==> src/rtl/alu_mult_seq.sv <==
// Unsigned N x N shift-and-add multiplier (result truncated to N bits) that
// sequences an external combinational ALU one operation per cycle.
`timescale 1ns/1ps
module alu_mult_seq #(
  parameter int unsigned N = 16
) (
  input  logic         clk,
  input  logic         reset,
  input  logic         i_start,
  input  logic [N-1:0] i_a,
  input  logic [N-1:0] i_b,
  output logic         o_busy,
  output logic         o_done,
  output logic [N-1:0] o_result,
  output logic         o_overflow,
  output logic [N-1:0] o_alu_a,
  output logic [N-1:0] o_alu_b,
  output logic [2:0]   o_alu_control,
  input  logic [N-1:0] i_alu_q,
  input  logic         i_alu_mayor,
  input  logic         i_alu_paridad,
  input  logic         i_alu_zero
);

  localparam logic [2:0] OP_ADD  = 3'b000;
  localparam logic [2:0] OP_SHR  = 3'b001;
  localparam logic [2:0] OP_SHL  = 3'b011;
  localparam logic [2:0] OP_PASS = 3'b100;

  typedef enum logic [2:0] {
    S_IDLE,
    S_TEST,
    S_ADD,
    S_SHL,
    S_SHR,
    S_DONE
  } state_t;

  state_t       state_q, state_d;
  logic [N-1:0] m_q, m_d;
  logic [N-1:0] q_q, q_d;
  logic [N-1:0] acc_q, acc_d;
  logic         lost_q, lost_d;
  logic         ovf_q, ovf_d;
  logic [N-1:0] result_q, result_d;
  logic         overflow_q, overflow_d;

  always_ff @(posedge clk) begin
    if (reset) begin
      state_q    <= S_IDLE;
      m_q        <= '0;
      q_q        <= '0;
      acc_q      <= '0;
      lost_q     <= 1'b0;
      ovf_q      <= 1'b0;
      result_q   <= '0;
      overflow_q <= 1'b0;
    end else begin
      state_q    <= state_d;
      m_q        <= m_d;
      q_q        <= q_d;
      acc_q      <= acc_d;
      lost_q     <= lost_d;
      ovf_q      <= ovf_d;
      result_q   <= result_d;
      overflow_q <= overflow_d;
    end
  end

  always_comb begin
    state_d       = state_q;
    m_d           = m_q;
    q_d           = q_q;
    acc_d         = acc_q;
    lost_d        = lost_q;
    ovf_d         = ovf_q;
    result_d      = result_q;
    overflow_d    = overflow_q;
    o_alu_a       = '0;
    o_alu_b       = '0;
    o_alu_control = OP_PASS;

    case (state_q)
      S_IDLE: begin
        if (i_start) begin
          m_d     = i_a;
          q_d     = i_b;
          acc_d   = '0;
          lost_d  = 1'b0;
          ovf_d   = 1'b0;
          state_d = S_TEST;
        end
      end
      S_TEST: begin
        o_alu_b = q_q;
        if (i_alu_zero) begin
          // ACC is final here; loading the outputs on entry to DONE makes
          // them valid during the o_done cycle itself.
          result_d   = acc_q;
          overflow_d = ovf_q;
          state_d    = S_DONE;
        end else if (i_alu_paridad) begin
          state_d = S_ADD;
        end else begin
          state_d = S_SHL;
        end
      end
      S_ADD: begin
        o_alu_control = OP_ADD;
        o_alu_a       = acc_q;
        o_alu_b       = m_q;
        acc_d         = i_alu_q;
        if (i_alu_mayor || lost_q) begin
          ovf_d = 1'b1;
        end
        state_d = S_SHL;
      end
      S_SHL: begin
        o_alu_control = OP_SHL;
        o_alu_a       = m_q;
        m_d           = i_alu_q;
        if (m_q[N-1]) begin
          lost_d = 1'b1;
        end
        state_d = S_SHR;
      end
      S_SHR: begin
        o_alu_control = OP_SHR;
        o_alu_a       = q_q;
        q_d           = i_alu_q;
        state_d       = S_TEST;
      end
      S_DONE: begin
        state_d = S_IDLE;
      end
      default: begin
        state_d = S_IDLE;
      end
    endcase
  end

  assign o_busy     = (state_q != S_IDLE);
  assign o_done     = (state_q == S_DONE);
  assign o_result   = result_q;
  assign o_overflow = overflow_q;

endmodule

==> config.mk <==
export PLATFORM = sky130hd
export DESIGN_NAME = alu_mult_seq
export DESIGN_NICKNAME = d
export VERILOG_FILES = /design/src/rtl/alu_mult_seq.sv
export SDC_FILE = /design/constraint.sdc
export NUM_CORES = 1
export LEC_CHECK = 0
export CAP_MARGIN = 40
export CORE_MARGIN = 3
export CORE_UTILIZATION = 40
export CTS_CLUSTER_SIZE = 8
export DETAILED_ROUTE_END_ITERATION = 6
export MAX_ROUTING_LAYER = met4
export PLACE_DENSITY = 0.77
export SLEW_MARGIN = 25
export SYNTH_ARGS = -nofsm -noshare
export SYNTH_HDL_FRONTEND = slang
export SYNTH_SLANG_ARGS = --single-unit
==> constraint.sdc <==
create_clock -name clk -period 2.2 [get_ports clk]
set_clock_uncertainty 0.1 [all_clocks]
set_input_delay 0.66 -clock clk [delete_from_list [all_inputs] [get_ports clk]]
set_output_delay 0.66 -clock clk [all_outputs]
set_load 0.02 [all_outputs]
==> metrics <==
PortBufs=between 100 and 150; Worst-Margin Slew=390 ps; cell count of the worst hold path=2; delay-heaviest family, CP=simple AND/OR/NAND/NOR gates; Area Growth Syn to Fin=54.0%; Vias/cell=roughly 5.8; worst reg2reg path depth=6; CP bufs+invs=2; count leader, synth=dfxtp_1; CP startpoint=state_q[0]$_SDFFE_PP0P_; Pwr Density=approximately 650 mW/mm^2; GPL Wtd Cong=0.917; Syn Area/Cell=approximately 8.9 sq um; class of the worst hold path=flip-flop to flip-flop; fin cells=between 600 and 700; Die W=just under 100 microns; ys flop type=dfxtp_1; Min-Delay Startpoint=o_result[15]$_SDFFE_PP0P_; placed wire-length estimate=roughly 8400 microns; dpl cells=slightly below 600; CTS tree=built; first-pass GRT wire length=18100 microns; Data arrival, critical path=about 1600 ps; Filler cells=633; Final Setup Violations=36; Avg WL per Cell=between 15 and 20 microns; All-Layer GR Usage=24.1%; CORE AREA=0.00793 sq mm; max_slew headroom=between 70% and 80%; CP Cell Sequence=or3b_4, buf_12, o22ai_2, buf_6; Reg-to-Reg Start=state_q[0]$_SDFFE_PP0P_; hold path endpoint=o_result[15]$_SDFFE_PP0P_; synth cell count leaders=dfxtp_1, a22o_1, nand2_1, nor2_1, inv_1; YS warnings=0; diode count=0; layout cells sized above 1=28.2%; Max H-tree Level=3; startpoint types=flip-flop; Seq. cell area=roughly 0.0014 sq mm; Max-Cap Viols=0; status=complete, but fails checks; synthesis-stage register bit count=70; Clock transition at path regs=80 ps; cts bufs inserted=9; grt total ovfl=0; RR Endpoint=q_q[1]$_SDFFE_PP0P_; Syn Inst Count=approximately 380; fin crit share=108%; Clock Sinks=70; CP Class=flip-flop to output pin; sequential area share after synthesis=a little over two fifths; Longest Clk Path Bufs=2; num rows=32; mapped cell area=0.00336 sq mm; initial antenna violation count=0; die area=around 0.0095 sq mm; post-layout min period=approximately 2400 ps; Die Span Y=a little under 100 microns; Hold Violations, Final=0; Starting Density=between 40% and 50%; Peak VDD IR=0.000420 V; flop-to-flop setup slack=about 330 ps; WHS=357 ps; Antenna Nets Post-Route=0; peak per-stage delay on the critical path=430 ps; DRT iter0 DRCs=~190; total power=between 3 and 4 mW; unrepaired setup endpoints after global routing=yes; Worst Path Max Fanout=17; leak pwr=2.02 nW; share of the synthesized area in the top cell type=41.7%; slack of the critical path=-181 ps; final net count=about 560; failing checks=setup timing; Setup WS pre-CTS=-311 ps; Clock Latency Late Sink=between 300 and 400 ps; via count=approximately 3600; area leader, netlist=dfxtp_1; largest net degree at the start of global routing=27; vias in the first global route=about 3600; Post-synth EDFFs=0; Multi-input gate area=0.00187 sq mm; Critical-path top delay cell=or3b_4; Mapped Nets=around 430; clock root buffer=clkbuf_8; maximum clock rate=between 400 and 500 MHz; ys async rst share=0%; Ports=around 110; Worst Path Required=1440 ps; CP Capture Type=output pin; top cells by area, synth=dfxtp_1, a22o_1, mux2i_1; Pre-antenna DRT Iters=7; DRC=0; Slew Viols, Final=0; critical path depth in cells=4; DRT Wirelength=11400 microns; Cell variety after synth=39
[logic make-up (layout without fill, tap and decap cells)]
family | count (synthesis) | after routing | synth area share [%]
buf+inv | 64 | 200 | 9.11
simple gates | 115 | 115 | 17.4
flops | 70 | 70 | 41.7
mux | 16 | 16 | 4.76
compound gates | 113 | 113 | 27.1
[state kept, by name, summed over array words and instances (netlist names)]
| signal | count |
|---|---|
| ovf_q | 1 |
| o_overflow | 1 |
| acc_q | 16 |
| lost_q | 1 |
| state_q | 3 |
| o_result | 16 |
| m_q | 16 |
| q_q | 16 |
[routing by layer]
layer	vias to the layer above	global-route usage (%)	wire length, microns
met3	41	4.81	650
met1	1737	28.4	4630
met2	154	40.0	5780
met5	-	-	0
met4	0	10.3	395
li1	1643	-	-
[per-stage QoR]
step,setup TNS [ps],util (%),instance area [sq um]
global route,-6490,65.3,5180
detailed placement,-13700,59.7,4730
finish,-4710,65.3,5180
global placement,-12040,59.7,4730
floorplan,-1450,-,3370
CTS,-5040,63.3,5020
[timing repair]
item / 4_1_cts / 5_1_grt
hold buffers: 0 / 0
setup buffers: 1 / 2
resized for setup: 218 / 32
pin swaps: 2 / 0
endpoints found under the setup margin: 37 / 37
[worst min-delay path, stage by stage, from the launching register on]
cell     delay [ps]
dfxtp_1         320
nand2_1          50
a21oi_1          50
[area by class of cell]
type,instances,area share [%]
Clock buffer,9,2.39
Multi-Input combinational cell,244,36.0
Sequential cell,70,27.1
Inverter,28,2.03
Tap cell,102,2.46
Clock inverter,7,0.966
Timing Repair Buffer,156,29.0
[report_power, final]
part           switching (mW)  internal (mW)  total, mW  leakage [nW]
Clock                   0.517          0.410      0.927        0.0816
Sequential             0.0771           1.36       1.44         0.573
Combinational           0.507          0.476      0.983          1.37
[worst max path at each step]
stage | to
after floorplan | o_alu_a[0]
after global placement | o_alu_a[4]
after detailed placement | o_alu_a[6]
after CTS | o_alu_a[8]
after global routing | o_alu_a[0]
final | o_alu_a[8]
[layout by cell type (no fill, tap or decap), types with 7 or more instances in the layout]
cell	n
a211oi_1	7
o22ai_1	11
a21oi_1	21
clkdlybuf4s50_1	69
a22o_1	41
clkbuf_8	9
buf_4	49
inv_1	27
dfxtp_1	68
o22ai_4	7
a2111oi_2	8
mux2i_1	13
nor2_1	33
nand2_1	36
buf_6	25
nor4_1	7
nor3_1	19
a221oi_1	9
Power figures use the tool's default switching activity.
